`src/rtl/aes_block_feeder.sv`:
```
`default_nettype none
// ============================================================================
// Module   : aes_block_feeder
// Purpose  : Upstream stage of the AES encipher core. Packs four 32-bit words
//            from a valid/ready stream into a 128-bit block, launches it on
//            the core load bus with a one-cycle enable pulse, times the core's
//            fixed round latency and pulses done when core_out is valid.
//            One packed block is buffered so the next block can be collected
//            while the core is running.
// Ports    : clk, reset        - clock, synchronous active-high reset
//            s_valid/s_ready   - input word handshake
//            s_data[31:0]      - input word; first word lands in [127:96]
//            core_load[127:0]  - block presented to the core
//            core_enable       - one-cycle start pulse to the core
//            core_out[127:0]   - ciphertext from the core
//            done              - one-cycle pulse, core_out valid
//            busy              - core running (LAUNCH or RUN)
//            blk_count         - completed-block counter, wraps
//            iv[127:0], iv_load- chaining IV load (CBC_EN builds only)
// Options  : define CBC_EN to add the CBC chain register.
// Revision : 1.0 - initial release
// ============================================================================
module aes_block_feeder #(
  parameter int LATENCY = 12,
  parameter int CNT_W   = 16
) (
  input  logic             clk,
  input  logic             reset,
  input  logic             s_valid,
  output logic             s_ready,
  input  logic [31:0]      s_data,
  output logic [127:0]     core_load,
  output logic             core_enable,
  input  logic [127:0]     core_out,
  output logic             done,
  output logic             busy,
  output logic [CNT_W-1:0] blk_count,
  input  logic [127:0]     iv,
  input  logic             iv_load
);

  typedef enum logic [1:0] {
    ST_IDLE   = 2'd0,
    ST_LAUNCH = 2'd1,
    ST_RUN    = 2'd2
  } state_t;

  // LATENCY is at most 31, so five bits hold every counter value.
  localparam logic [4:0] C_LAST_CNT = 5'(LATENCY - 1);

  state_t             state_q, state_d;
  logic [127:0]       pack_q, pack_d;
  logic [1:0]         idx_q, idx_d;
  logic               pack_full_q, pack_full_d;
  logic [127:0]       core_load_q, core_load_d;
  logic               core_enable_q, core_enable_d;
  logic               done_q, done_d;
  logic [CNT_W-1:0]   blk_count_q, blk_count_d;
  logic [4:0]         cnt_q, cnt_d;
  logic [127:0]       launch_blk;
  logic               accept;

`ifdef CBC_EN
  logic [127:0]       chain_q, chain_d;

  assign launch_blk = pack_q ^ chain_q;

  // iv_load takes priority over capturing the finished ciphertext.
  always_comb begin
    chain_d = chain_q;
    if (done_q)  chain_d = core_out;
    if (iv_load) chain_d = iv;
  end

  always_ff @(posedge clk) begin
    if (reset) chain_q <= '0;
    else       chain_q <= chain_d;
  end
`else
  logic unused_cbc;

  assign launch_blk = pack_q;
  assign unused_cbc = ^{core_out, iv, iv_load};
`endif

  assign s_ready     = !pack_full_q;
  assign accept      = s_valid && !pack_full_q;
  assign busy        = (state_q != ST_IDLE);
  assign core_load   = core_load_q;
  assign core_enable = core_enable_q;
  assign done        = done_q;
  assign blk_count   = blk_count_q;

  always_comb begin
    state_d       = state_q;
    pack_d        = pack_q;
    idx_d         = idx_q;
    pack_full_d   = pack_full_q;
    core_load_d   = core_load_q;
    core_enable_d = 1'b0;
    done_d        = 1'b0;
    blk_count_d   = blk_count_q;
    cnt_d         = cnt_q;

    // Word packer: runs in every state while the buffer slot is free.
    if (accept) begin
      case (idx_q)
        2'd0:    pack_d[127:96] = s_data;
        2'd1:    pack_d[95:64]  = s_data;
        2'd2:    pack_d[63:32]  = s_data;
        default: pack_d[31:0]   = s_data;
      endcase
      idx_d = idx_q + 2'd1;
      if (idx_q == 2'd3) pack_full_d = 1'b1;
    end

    case (state_q)
      ST_IDLE: begin
        // accept is necessarily low here when pack_full_q is set.
        if (pack_full_q) begin
          core_load_d   = launch_blk;
          core_enable_d = 1'b1;
          pack_full_d   = 1'b0;
          state_d       = ST_LAUNCH;
        end
      end
      ST_LAUNCH: begin
        cnt_d   = 5'd1;
        state_d = ST_RUN;
      end
      ST_RUN: begin
        cnt_d = cnt_q + 5'd1;
        if (cnt_q == C_LAST_CNT) begin
          done_d      = 1'b1;
          blk_count_d = blk_count_q + CNT_W'(1);
          state_d     = ST_IDLE;
        end
      end
      default: state_d = ST_IDLE;
    endcase
  end

  always_ff @(posedge clk) begin
    if (reset) begin
      state_q       <= ST_IDLE;
      pack_q        <= '0;
      idx_q         <= '0;
      pack_full_q   <= 1'b0;
      core_load_q   <= '0;
      core_enable_q <= 1'b0;
      done_q        <= 1'b0;
      blk_count_q   <= '0;
      cnt_q         <= '0;
    end else begin
      state_q       <= state_d;
      pack_q        <= pack_d;
      idx_q         <= idx_d;
      pack_full_q   <= pack_full_d;
      core_load_q   <= core_load_d;
      core_enable_q <= core_enable_d;
      done_q        <= done_d;
      blk_count_q   <= blk_count_d;
      cnt_q         <= cnt_d;
    end
  end

endmodule
`default_nettype wire

```
`config.mk`:
```
export PLATFORM = sky130hd
export DESIGN_NAME = aes_block_feeder
export DESIGN_NICKNAME = d
export VERILOG_FILES = /design/src/rtl/aes_block_feeder.sv
export SDC_FILE = /design/constraint.sdc
export NUM_CORES = 1
export LEC_CHECK = 0
export BUFFER_PORTS_ARGS = -buffer_cell sky130_fd_sc_hd__buf_2
export CAP_MARGIN = 20
export CELL_PAD_IN_SITES_DETAIL_PLACEMENT = 0
export CELL_PAD_IN_SITES_GLOBAL_PLACEMENT = 1
export CORE_MARGIN = 3
export CORE_UTILIZATION = 33
export CTS_CLUSTER_DIAMETER = 60
export DETAILED_ROUTE_END_ITERATION = 6
export PLACE_DENSITY_LB_ADDON = 0.2
export REMOVE_ABC_BUFFERS = 1
export SLEW_MARGIN = 30
export SYNTH_ARGS = -nofsm -noshare
export SYNTH_HDL_FRONTEND = slang
export SYNTH_SLANG_ARGS = --single-unit
```
`constraint.sdc`:
```
create_clock -name clk -period 2.3 [get_ports clk]
set_clock_uncertainty 0.2 [all_clocks]
set_input_delay 0.23 -clock clk [delete_from_list [all_inputs] [get_ports clk]]
set_output_delay 0.23 -clock clk [all_outputs]
set_load 0.05 [all_outputs]
```
# After elaboration in Yosys (flattened, before gate mapping)
# Cells that the tools add are included.
[op_classes]
n_mux = 10
reduce_logical = 16
add_sub_neg = 3
eq_ne = 8
bitwise = 3
[ops]
columns = ["operator", "count"]
rows = [
  ["$add A16 B1 Y16 const B", 1],
  ["$reduce_and A2 Y1", 7],
  ["$pmux W5 S2", 1],
  ["$eq A2 B2 Y1 const B", 3],
  ["$mux W1", 6],
  ["$pmux W2 S3", 1],
  ["$add A5 B1 Y5 const B", 1],
  ["$eq A5 B4 Y1 const B", 1],
  ["$eq A2 B1 Y1 const B", 2],
  ["$logic_not A2 Y1", 2],
  ["$mux W2", 2],
  ["$ne A2 B2 Y1 const B", 2],
  ["$reduce_bool A2 Y1", 2],
  ["$reduce_or A2 Y1", 2],
  ["$not A1 Y1", 3],
  ["$reduce_or A3 Y1", 1],
  ["$add A2 B1 Y2 const B", 1],
  ["$logic_and A1 B1 Y1", 1],
  ["$logic_not A1 Y1", 1],
]
[word_totals]
elab_cells = 52
reg_bits = 284
input_bits = 292
output_inout_bits = 148

# Logic depth before layout (Yosys ltp)
[depth]
ltp_word = 5
mapped_depth = 8
depth_no_buf = 6

# Worst setup path before layout
# OpenSTA, ideal clock, no wires.
[synth_path]
path_kind = "register to register"
from = "register blk_count_q[0] (netlist: blk_count[0])"
to = "register blk_count_q[12] (netlist: blk_count[12])"
arrival_ps = 1927
setup_ps = 70
slack_ps = 103
required_time_ps = 2030
synth_period_minus_slack_ps = 2197
stages_incl_launch_ff = 6
cell_sequence = "dfxtp_1 -> ha_1 -> nand3_1 -> or2_1 -> or4_1 -> a21oi_1"
[synth_via]
elab_chain_cells = 1
[synth_lines]
columns = ["element", "line_no", "source"]
rows = [
  ["from (decl)", "58", "logic [CNT_W-1:0] blk_count_q, blk_count_d;"],
  ["from (signal assigned)", "162", "blk_count_q <= blk_count_d;"],
  ["$add A16 B1 Y16", "135", "blk_count_d = blk_count_q + CNT_W'(1);"],
]
# Every way passes these cells.
# A chain may end at the register's enable or synchronous reset.

# Final worst setup path
[layout_path]
from = "register state_q[0]"
to = "output busy"
[layout_via]
elab_chain_cells = 1
[layout_lines]
columns = ["element", "line_no", "source"]
rows = [
  ["from (decl)", "51", "state_t state_q, state_d;"],
  ["from (signal assigned)", "155", "state_q <= state_d;"],
  ["$reduce_bool A2 Y1", "88", "assign busy = (state_q != ST_IDLE);"],
  ["to (decl)", "36", "output logic busy,"],
]
# Every way passes these cells.

==> results_dict.tcl <==
set metrics [dict create \
    nets 1757 \
    cts-resized-gates 0 \
    slew_viol_final 0 \
    routed_wl_um 29500 \
    clkTransAtPathRegs_ns 0.06 \
    netlist_instances 1270 \
    cp_cell_sequence "inv_1, ha_1, inv_1, buf_2" \
    stdcell_count 1875 \
    grt_pass1_wl_um 46400 \
    track_usage_pct 17.5 \
    cts_buffers 31 \
    setup_slack_ns 0.182 \
    grt_antenna_before_repair 7 \
    dp.final_hpwl_um 18100 \
    critPathMaxFanout 3 \
    die_area_mm2 0.0325 \
    crit_arrival_ns 1.69 \
    met3_usage_pct 3.49 \
    cp-start-kind "flop" \
    pin_count 440 \
    synth_warnings 0 \
    core_mm2 0.0298 \
    ir_drop_mv 0.518 \
    crit_buf_inv 3 \
    worstSetupPathType "flop to output pin" \
    worstSetupEndpointType "output pin" \
    cts.sinks 284 \
    tritoncts "built" \
    finalSetupViolCount 0 \
    fin_area_mm2 0.0129 \
    dp_cells 1779 \
    cellPowerDensity_mw_per_mm2 824 \
    holdCritPathClass "primary input to flop" \
    min_period_ns 2.12 \
    dr_total_vias 8694 \
    syn_area_per_cell_um2 7.89 \
    slowest_delay_ns 0.35 \
    place_congestion 0.776 \
    critPathSlowestCell "dfxtp_1" \
    first_global_vias 8156 \
    rsz0062_at_grt "false" \
    viasPerCell 4.64 \
    placed_area_mm2 0.0116 \
    cts-root-buf "clkbuf_16" \
    gr-usage-met1_pct 24.1 \
    syn_to_final_growth_pct 28.9 \
    die_w_um 180 \
    crit_top_cell "inv_1" \
    drc_errors 0 \
    p_leak_nw 4.94 \
    cts_buffer_depth 3 \
    wl_per_cell_um 15.7 \
    rows 63 \
    status "finished clean" \
    syn_area_mm2 0.0100 \
    cts_htree_levels 1 \
    grt_max_degree 58 \
    synthTopCellsByArea "dfxtp_1, nand2_1, a21oi_1" \
    fin_crit_sh_pct 92.1 \
    drt_pass1_iterations 5 \
    use_met2_pct 28.0 \
    max_freq_mhz 472 \
    drtIter0Drc 442 \
    synth_top_cell_by_area "dfxtp_1" \
    synth.top_cell.area_share_pct 56.7 \
    maxCapViolCount 0 \
    drive_above_1_share_pct 18.5 \
    port_buffers 182 \
    relSlewSlack_pct 70.4 \
    synthDistinctLibCells 32 \
    ys_seq_area_share_pct 56.7 \
    timing.final.hold_violations 0 \
    clock_latency_ns 0.55 \
    worst_pin_slew_ns 0.442 \
    grt-ovfl-total 0 \
    required_ns 1.87 \
    ant_nets 0 \
    top_usage_layer "met2" \
    start_util_pct 33.6 \
    critPathTopFamily "buffers and inverters" \
    ys_ff_latch 284 \
    die_h_um 180 \
    pre_cts_slack_ns 0.337 \
]
tightest hold or removal path, cell delays in order:
cell,delay [ns]
buf_2,0.08
nor2b_1,0.12
buf_4,0.19
xnor2_1,0.08
nor2_1,0.07
placed cells by master (no fill, tap or decap), drive strengths merged, types with 2 or more instances in the layout:
| master | Yosys | routed |
|---|---|---|
| o21ai | 4 | 4 |
| clkinvlp | 0 | 2 |
| bufinv | 0 | 2 |
| nand3 | 9 | 9 |
| nand2 | 524 | 524 |
| clkinv | 0 | 7 |
| xor2 | 6 | 6 |
| nor2b | 2 | 2 |
| or3 | 2 | 2 |
| mux2i | 3 | 3 |
| dfxtp | 284 | 284 |
| a21oi | 264 | 264 |
| o31ai | 2 | 2 |
| nor4 | 4 | 4 |
| nor3 | 3 | 3 |
| nor2 | 23 | 23 |
| or2 | 2 | 2 |
| dlygate4sd3 | 0 | 33 |
| and2 | 4 | 4 |
| nand4 | 6 | 6 |
| xnor2 | 7 | 7 |
| ha | 10 | 10 |
| diode | 0 | 5 |
| or4 | 3 | 3 |
| inv | 10 | 12 |
| clkbuf | 80 | 45 |
| buf | 12 | 211 |
synth_stat cells:
library cell and number:
a21oi_1 264, nor2_1 23, or2_2 1, inv_1 10
nand4bb_1 1, o31ai_1 2, nor4bb_1 1, buf_1 8
or4_1 2, and2_1 4, or4_4 1, a22oi_1 1
nor2b_1 2, nand4_2 1, o21ai_0 4, mux2_2 1
nand3_1 9, nand2_1 524, nand4_1 5, or2_1 1
buf_2 4, dfxtp_1 284, xnor2_1 7, a21o_1 1
xor2_1 6, or3_1 2, and4_1 1, nor3_1 3
clkbuf_1 80, ha_1 10, nor4_1 4, mux2i_1 3
power breakdown:
part	internal (mW)	switching (mW)	total, mW
logic	0.245	0.461	0.707
registers	5.03	0.0572	5.09
clock network	2.87	1.99	4.86
total	8.14	2.51	10.7
final cells by class:
type | instances | area (um^2)
multi-input cells | 884 | 3980
flip-flops and latches | 284 | 5690
repair buffers | 244 | 1710
clock buffers | 45 | 878
clock inverters | 13 | 128
fillers | 3134 | 16900
inverters | 10 | 37.5
diodes | 5 | 12.5
well taps | 390 | 488
flip-flops by register name, summed over array words and instances, names as in the netlist:
name         flops
core_load      128
core_enable      1
state_q          2
cnt_q            5
done             1
blk_count       16
pack_full_q      1
launch_blk     128
idx_q            2
timing repair:
action / 4_1_cts / 5_1_grt
endpoints found under the hold margin: 163 / 0
buffers inserted: 0 / 0
hold buffers: 33 / 0
setup endpoints to repair: 0 / 0
per-stage QoR:
step           utilization (%)  setup TNS (ns)  total power, mW  hold WS (ns)
3_3_place_gp              38.8               0             5.84         0.237
3_5_place_dp              38.8               0             5.85         0.244
5_1_grt                   43.4               0             11.1        0.0643
6_report                  43.4               0             10.7        0.0450
2_1_floorplan                -         -387.16             5.49        0.0991
4_1_cts                   43.3               0             10.8        0.0271
final timing paths:
check	endpoint	slack, ns	cells after the start	startpoint
max	busy	0.18	4	state_q[0]
min	idx_q[0]	0.05	5	s_valid
max reg2reg	blk_count[13]	0.33	6	state_q[0]
min reg2reg	core_load[89]	0.24	2	launch_blk[89]
logic make-up after synthesis:
kind of cell,Yosys count,synth area share [%]
multiplexers,4,0.412
adder cells (fa/ha/maj),10,1.25
buffers and inverters,102,3.87
AO/OA/AOI/OAI,272,13.7
flip-flops,284,56.7
AND/OR/NAND/NOR,585,23.0
XOR/XNOR,13,1.14
per-layer routing:
metal  vias up  routed length (um)  part of all wire [%]
met3        44                1650                   5.6
met4         2                 575                   1.9
met2       186               13600                    46
met5         -                  13                 0.044
met1      3987               13700                    46
li1       4475                   -                     -
Note: power is estimated with default switching activity, not from simulation.
